<file path="src/rtl/alu_scheduler.sv">
// Arbitrates two requesters onto one shared combinational ALU with round-robin
// priority, sequencing each operation through IDLE -> EXEC -> HOLD.
module alu_scheduler #(
  parameter int N = 4
) (
  input  logic           clk,
  input  logic           rst,
  input  logic [1:0]     req_valid,
  output logic [1:0]     req_ready,
  input  logic [2*N-1:0] req_a,
  input  logic [2*N-1:0] req_b,
  input  logic [7:0]     req_sel,
  output logic [N-1:0]   alu_a,
  output logic [N-1:0]   alu_b,
  output logic [3:0]     alu_sel,
  input  logic [N-1:0]   alu_result,
  input  logic [1:0]     alu_flags,
  output logic [1:0]     rsp_valid,
  input  logic [1:0]     rsp_ready,
  output logic [N-1:0]   rsp_result,
  output logic [1:0]     rsp_flags,
  output logic           rsp_err,
  output logic           busy
);

  typedef enum logic [1:0] {IDLE, EXEC, HOLD} state_t;

  state_t       state;
  logic         prio;
  logic         owner;
  logic         illegal;
  logic [N-1:0] op_a;
  logic [N-1:0] op_b;
  logic [3:0]   op_sel;

  logic         win;
  logic [N-1:0] a_in;
  logic [N-1:0] b_in;
  logic [3:0]   sel_in;
  logic         sel_bad;

  // Grant is only offered in IDLE; with both requesting, prio breaks the tie.
  always_comb begin
    req_ready = 2'b00;
    if (state == IDLE) begin
      if (req_valid == 2'b11)
        req_ready = prio ? 2'b10 : 2'b01;
      else
        req_ready = req_valid;
    end
  end

  assign win     = req_ready[1];
  assign a_in    = win ? req_a[2*N-1:N] : req_a[N-1:0];
  assign b_in    = win ? req_b[2*N-1:N] : req_b[N-1:0];
  assign sel_in  = win ? req_sel[7:4] : req_sel[3:0];
  assign sel_bad = (sel_in > 4'd10);

  always_ff @(posedge clk) begin
    if (!rst) begin
      state      <= IDLE;
      prio       <= 1'b0;
      owner      <= 1'b0;
      illegal    <= 1'b0;
      op_a       <= '0;
      op_b       <= '0;
      op_sel     <= 4'd0;
      rsp_result <= '0;
      rsp_flags  <= 2'b00;
      rsp_err    <= 1'b0;
    end else begin
      case (state)
        IDLE: begin
          if (|req_ready) begin
            owner   <= win;
            op_a    <= a_in;
            op_b    <= b_in;
            illegal <= sel_bad;
            op_sel  <= sel_bad ? 4'd0 : sel_in;
            state   <= EXEC;
          end
        end
        // Illegal codes still run the full sequence but report a zeroed result.
        EXEC: begin
          rsp_result <= illegal ? '0 : alu_result;
          rsp_flags  <= illegal ? 2'b00 : alu_flags;
          rsp_err    <= illegal;
          state      <= HOLD;
        end
        HOLD: begin
          if (rsp_ready[owner]) begin
            prio  <= ~owner;
            state <= IDLE;
          end
        end
        default: state <= IDLE;
      endcase
    end
  end

  assign alu_a     = op_a;
  assign alu_b     = op_b;
  assign alu_sel   = op_sel;
  assign rsp_valid = (state == HOLD) ? (owner ? 2'b10 : 2'b01) : 2'b00;
  assign busy      = (state != IDLE);

endmodule

</file>
<file path="config.mk">
export PLATFORM = sky130hd
export DESIGN_NAME = alu_scheduler
export DESIGN_NICKNAME = d
export VERILOG_FILES = /design/src/rtl/alu_scheduler.sv
export SDC_FILE = /design/constraint.sdc
export NUM_CORES = 1
export LEC_CHECK = 0
export ABC_AREA = 1
export CAP_MARGIN = 10
export CORE_MARGIN = 5
export CORE_UTILIZATION = 35
export DETAILED_ROUTE_END_ITERATION = 8
export PLACE_DENSITY = 0.76
export SLEW_MARGIN = 0
export SYNTH_ARGS = -nofsm -noshare
export SYNTH_HDL_FRONTEND = slang
export SYNTH_SLANG_ARGS = --single-unit
</file>
<file path="constraint.sdc">
create_clock -name clk -period 2.1 [get_ports clk]
set_clock_uncertainty 0.2 [all_clocks]
set_input_delay 0.525 -clock clk [delete_from_list [all_inputs] [get_ports clk]]
set_output_delay 0.525 -clock clk [all_outputs]
set_load 0.05 [all_outputs]
</file>
Word-level counts from Yosys, hierarchy flattened. Cells that the tools add are included.

Register bits: 24. Input port bits: 36.

Order comparisons: 2. Equality and inequality tests: 5. Muxes and demuxes: 16. Bitwise operators: 1. Reductions and logical operators: 6.

Operators with widths (count): 2-to-1 mux 4 bit (5); 2-to-1 mux 2 bit (8); one-hot mux 2 bit (3 select lines) (1); AND reduction 2 bit (3); == test 2 bit (second input constant) (2); greater-than comparator 4 bit (second input constant) (1); == test 2 x 1 -> 1 bit (second input constant) (1); logical NOT 2 bit (1); < comparator 1 x 2 -> 1 bit (second input constant) (1); 2-to-1 mux 1 bit (2); != test 2 x 1 -> 1 bit (second input constant) (1); != test 2 bit (second input constant) (1); nonzero test 2 bit (1); OR reduction 2 bit (1); inverter 1 bit (1).

Longest topological paths before layout. Gate-level depths: netlist of run 1.

Word-level depth: 6. Depth in mapped cells: 10. Mapped depth without buffers: 10.

Worst setup path after synthesis of run 1. OpenSTA, ideal clock, no wires.

Path type: register to output. Start point: register state[0]. End point: output req_ready[0]. Arrival time: 1.403 ns. Data required time: 1.375 ns. Setup slack: -0.028 ns. Cell stages (with the launch flop): 4. Path through: dfxtp_1 -> nor2_4 -> nand2_1 -> a21oi_1.

Longest elaborated chain between the ends: 2.

RTL lines: start: declaration (line 28) `state_t state;`; start signal: assignment (line 61) `state <= IDLE;`; start signal: assignment (line 80) `state <= EXEC;`; start signal: assignment (line 88) `state <= HOLD;`; logical NOT 2 bit (line 45) `if (state == IDLE) begin`; 2-to-1 mux 2 bit (line 45); end: declaration (line 9) `output logic [1:0] req_ready,`.

Every way passes these cells.

Final worst setup path of run 1.
Start point: register state[0]. End point: output req_ready[1].

Same word-level chain as after synthesis.

==> metrics.txt, run 1 <==
outcome=complete, no violations; crit start category=flop; Final Cycle Share=0.965; first-pass GRT wire length=5570 um; via count=1218; Hold Path End=alu_b[0]$_SDFFE_PN0P_; max-cap check violation count=0; sequential area share after synthesis=0.475; largest net degree at the start of global routing=15; fin area=0.00180 mm^2; crit end category=primary output; Fmax=494 MHz; Slew HR=0.669; Lkg Pwr=0.783 nW; CTS HTree Levels=1; final WL=3430 um; endpoints failing hold=0; initial antenna violation count=0; root buf cell=clkbuf_4; RSZ-0062 raised after global routing=no; vias in the first global route=1218; Post-DRT Antenna Nets=0; DRC viols=0; routed len/inst=14.3 um; Yosys cell types=22; clock sink count=24; Yosys Warn Count=0; DIE AREA=0.00407 mm^2; reg2reg path depth=11; critical hold path startpoint=alu_b[0]$_SDFFE_PN0P_; Clock Latency Late Sink=0.33 ns; crit path DAT=1.30 ns; via/cell ratio=5.08; Worst VDD drop=0.537 mV; pwr dens=774 mW/mm^2; Util after Layout=0.652; Slew @ Worst Pin=0.494 ns; row count=19; CP max FO=5; Syn Nets=171; reg2reg setup slack=0.19 ns; Pre-Repair DR Iteration Count=5; flops & latches, synth=24; CTS tree=yes; post-synthesis cell area=0.00101 mm^2; chip height=63.8 um; total chip power=0.00139 W; final net count=246; clk buf depth=2; area delta synth->final=77.5%; PnR worst setup slack=0.0744 ns; multiplexer area fraction after synthesis=0; routability cong.=0.742; FF-to-FF End=alu_b[2]$_SDFFE_PN0P_; setup_tns=0 ns; Core Region=0.00276 mm^2; layout cells sized above 1=0.263; Post-Synth Simple-Gate Area=0.245; Post-Synth Adder-Cell Area=0; post-place setup slack=-0.142 ns; I/O pin count=60; ANT cells=0; PortBufs=59; CP Class=reg2out; post-DP HPWL=2550 um; XOR/XNOR share of the synthesized area=0; grt total ovfl=0; hold-critical path depth=2; CP required=1.37 ns; largest family of logic cells by synthesized area=simple AND/OR/NAND/NOR gates; Tmin final=2.03 ns; Die W=63.8 um; Total GRT Usage=0.168; Hold/Removal Path Class=reg2reg; Worst-path clk slew=0.13 ns; total CTS buffers=3; Slew Viols, Final=0; FILL cells=246; hold buffers post-CTS=0; Placed Area=0.00170 mm^2; post-synthesis compound-gate area fraction=0.201; Gate Count Post-Synth=135; initial DRC count=35; Synth Area per Inst=7.50 um^2; RR Startpoint=state[0]$_SDFFE_PN0P_; final setup violation count=0; Initial Util=0.367; commonest non-fill, non-tap cells in the layout=clkdlybuf4s50_1, buf_4, nand2_1
-- cell families (layout without fill, tap and decap cells) --
group / Yosys count / after routing
flops: 24 / 24
buf+inv: 19 / 93
simple gates: 55 / 55
compound gates: 37 / 37
-- through the flow --
step | hold WS [ns] | instances
after floorplan | 0.274 | 135
after global placement | 0.255 | 231
after detailed placement | 0.265 | 231
after CTS | 0.285 | 238
after global routing | 0.308 | 240
final | 0.282 | 240
-- state kept, by name, indices dropped and copies added (netlist names) --
name	cells
alu_a	4
alu_b	4
alu_sel	4
illegal	1
owner	1
prio	1
rsp_err	1
rsp_flags	2
rsp_result	4
state	2
-- worst max-delay path by stage --
stage                           from  depth (start not counted)  slack (ns)                 endpoint
3_5_place_dp            req_valid[1]                          8       -0.14  alu_sel[0]$_SDFFE_PN0P_
2_1_floorplan  state[1]$_SDFFE_PN0P_                          4         0.1             rsp_valid[0]
4_1_cts        state[0]$_SDFFE_PN0P_                          4      0.0007             req_ready[0]
6_report       state[0]$_SDFFE_PN0P_                          5        0.07             req_ready[1]
5_1_grt        state[0]$_SDFFE_PN0P_                          5        0.02             req_ready[1]
3_3_place_gp            req_valid[1]                          4       -0.08             req_ready[1]
-- power by group --
part | switching (W) | leakage [nW] | total (W) | internal (W)
Clock | 0.000149 | 0.0279 | 0.000342 | 0.000193
Combinational | 0.000307 | 0.558 | 0.000518 | 0.000211
Sequential | 0.0000281 | 0.198 | 0.000530 | 0.000502
Total | 0.000484 | 0.783 | 0.00139 | 0.000906
-- synth_stat cells --
library cell   n  area [um^2]
nor2_1        12         45.0
nand4_1        3         18.8
o21ai_1        1         5.00
nand3_1        3         15.0
o21ai_0       13         65.1
buf_2          1         5.00
nand2_1       31          116
a21oi_1       11         55.1
o31ai_1        1         7.51
buf_6          1         11.3
nand2_2        3         18.8
dfxtp_1       24          480
nor2_4         1         11.3
a22oi_1        2         15.0
clkinv_1       1         3.75
o22ai_1        7         43.8
inv_1         13         48.8
a31oi_1        2         12.5
nor3_1         1         5.00
inv_2          2         7.51
nand3_4        1         17.5
clkbuf_1       1         3.75
-- routing by layer --
metal	vias to the layer above	global-route usage	wire, um
li1	599	-	-
met1	563	0.196	1320
met4	0	0.0805	67
met3	8	0.0193	166
met5	-	0	0
met2	48	0.302	1880
-- final cells by class --
cell class / count / area [um^2] / share of cell area
Multi-Input combinational cell: 92 / 468 / 0.260
Sequential cell: 24 / 482 / 0.268
Clock buffer: 3 / 22.5 / 0.0125
Timing Repair Buffer: 73 / 696 / 0.387
Tap cell: 31 / 38.8 / 0.0216
Inverter: 16 / 60.1 / 0.0334
Clock inverter: 1 / 30.0 / 0.0167
-- worst max-delay path, cell delays in order (launching register included) --
cell and delay [ns]:
dfxtp_1 0.39, nor2_4 0.11, buf_4 0.16, nand3_4 0.08
inv_2 0.09, buf_12 0.13
-- what timing repair did --
item	CTS	global route
resized for setup	4	4
endpoints found under the setup margin	3	10
pin swaps	0	2
setup buffers	3	2
(Power assumes the default switching activity.)
==> run 2: changes to the inputs <==
SKIP_LAST_GASP = 1   (was default)
==> run 2 against run 1 <==
Count of clock-buffer cells in the layout unchanged. First-iteration DRC count down 5.7%. Combinational power about the same. Setup slack better by 0.0012 ns. Utilization down 0.091 points. Total power down 0.47%. Critical path depth unchanged. Final cell count unchanged. Worst hold slack about the same. Largest cell class unchanged. Highest routed layer unchanged.
==> metrics.txt, run 2 (synthesis results as in run 1) <==
outcome=complete, no violations; sw frac=0.346 (-0.00270); Final Cycle Share=0.964 (about the same); PortBufs=59 (unchanged); Hold/Removal Path Class=reg2reg; total CTS buffers=3 (unchanged); CP max FO=3 (-2); pwr dens=771 mW/mm^2 (-0.33%); first-pass GRT wire length=5560 um (-0.13%); Storage cell area=482 um^2 (unchanged); Worst VDD drop=0.536 mV (-0.25%); largest net degree at the start of global routing=15 (unchanged); clk buf depth=2 (unchanged); initial DRC count=33 (-5.7%); max-cap check violation count=0 (unchanged); Post-DRT Antenna Nets=0 (unchanged); chip height=63.8 um (unchanged); commonest non-fill, non-tap cells in the layout=clkdlybuf4s50_1, buf_4, nand2_1; CTS tree=yes; routability cong.=0.742 (unchanged); Lkg Pwr=0.784 nW (about the same); CP Class=reg2out; Tmin final=2.02 ns (-0.00115 ns); Worst-path clk slew=0.13 ns (about the same); area delta synth->final=77.3%; Fmax=494 MHz (about the same); row count=19 (unchanged); crit end category=primary output; P_int=0.000905 W (about the same); DIE AREA=0.00407 mm^2 (unchanged); Slew @ Worst Pin=0.494 ns (-0.000364 ns); grt total ovfl=0 (unchanged); Pre-Repair DR Iteration Count=6 (+1); root buf cell=clkbuf_4; ANT cells=0 (unchanged); Die W=63.8 um (unchanged); Slew HR=0.670 (about the same); layout cells sized above 1=0.254 (-0.00957); clock share of power=0.244 (-0.002); Initial Util=0.367 (unchanged); combinational share of power=0.374 (about the same); area of the multi-input gates=465 um^2 (-0.53%); CP required=1.37 ns (about the same); Total GRT Usage=0.167 (-0.000364); Slew Viols, Final=0 (unchanged); post-DP HPWL=2550 um (unchanged); crit path DAT=1.30 ns (about the same); Psw=0.000478 W (-1.2%); clock sink count=24 (unchanged); Core Region=0.00276 mm^2 (unchanged); Util after Layout=0.651 (-0.000908); FILL cells=245 (-0.41%); fin area=0.00179 mm^2 (-0.14%); sequential power share=0.382 (about the same); via count=1191 (-2.2%); CTS HTree Levels=1 (unchanged); I/O pin count=60 (unchanged); endpoints failing hold=0 (unchanged); DRC viols=0 (unchanged); initial antenna violation count=0 (unchanged); routed len/inst=14.1 um (-1.5%); vias in the first global route=1214 (-0.33%); final WL=3380 um (-1.5%); RSZ-0062 raised after global routing=yes; Clock Latency Late Sink=0.32 ns (about the same); final setup violation count=0 (unchanged); crit start category=flop; final net count=246 (unchanged); via/cell ratio=4.96 (-2.2%); Placed Area=0.00170 mm^2 (unchanged); hold buffers post-CTS=0 (unchanged)
## run 2: changes by cell type in the layout (fill, tap and decap cells not counted)
cell    change
inv_1       +1
inv_2       -1
nor2_1      +1
nor2_2      -1
## run 2: timing repair
| item | CTS | global route |
|---|---|---|
| endpoints found under the setup margin | 3 | 10 |
| setup buffers | 3 | 2 |
| pin swaps | 0 | 1 |
| resized for setup | 3 | 3 |
| hold endpoints to repair | 0 | 0 |
## run 2: layout make-up
type                    instances  share of cell area
clock buffers                   3              0.0126
clock inverters                 1              0.0167
inverters                      16              0.0335
multi-input cells              92               0.259
flip-flops and latches         24               0.268
well taps                      31              0.0216
repair buffers                 73               0.388
## run 2: path summary, 6_finish.rpt
kind                                            start                     to  slack [ns]  cells past startpoint
worst min-delay path            alu_b[0]$_SDFFE_PN0P_  alu_b[0]$_SDFFE_PN0P_        0.28                      2
worst min register to register  alu_b[0]$_SDFFE_PN0P_  alu_b[0]$_SDFFE_PN0P_        0.28                      2
worst max register to register  state[0]$_SDFFE_PN0P_  alu_b[2]$_SDFFE_PN0P_        0.21                     11
worst max-delay path            state[1]$_SDFFE_PN0P_           rsp_valid[1]        0.08                      5
## run 2: critical path, cell delays in order, from the launching register on
cell	delay (ns)
dfxtp_2	0.38
inv_1	0.07
nor2_1	0.13
inv_1	0.12
nor2_2	0.14
buf_12	0.15
## run 2: per-layer routing
| layer | up-vias | track usage | routed length [um] |
|---|---|---|---|
| li1 | 597 | - | - |
| met1 | 547 | 0.195 | 1320 |
| met2 | 42 | 0.305 | 1860 |
| met3 | 5 | 0.0193 | 140 |
| met4 | 0 | 0.0753 | 62 |
| met5 | - | 0 | 0 |
## run 2: metrics by stage
| stage | hold WS [ns] | worst slack (ns) | power [W] | std cells | TNS [ns] |
|---|---|---|---|---|---|
| after floorplan | 0.274 | 0.0995 | 0.000817 | 135 | 0 |
| after global placement | 0.255 | -0.0799 | 0.00102 | 231 | -0.382 |
| after detailed placement | 0.265 | -0.142 | 0.00103 | 231 | -0.913 |
| after CTS | 0.285 | -0.00879 | 0.00137 | 238 | -0.00879 |
| after global routing | 0.308 | -0.00143 | 0.00145 | 240 | -0.00143 |
| final | 0.282 | 0.0755 | 0.00138 | 240 | 0 |
## run 2: power by group through the flow
stage          Clock [W]  Sequential (W)  Combinational (W)
2_1_floorplan          0        0.000664           0.000154
3_3_place_gp           0        0.000536           0.000487
3_5_place_dp           0        0.000538           0.000496
4_1_cts         0.000340        0.000528           0.000507
5_1_grt         0.000360        0.000536           0.000550
6_report        0.000338        0.000529           0.000517
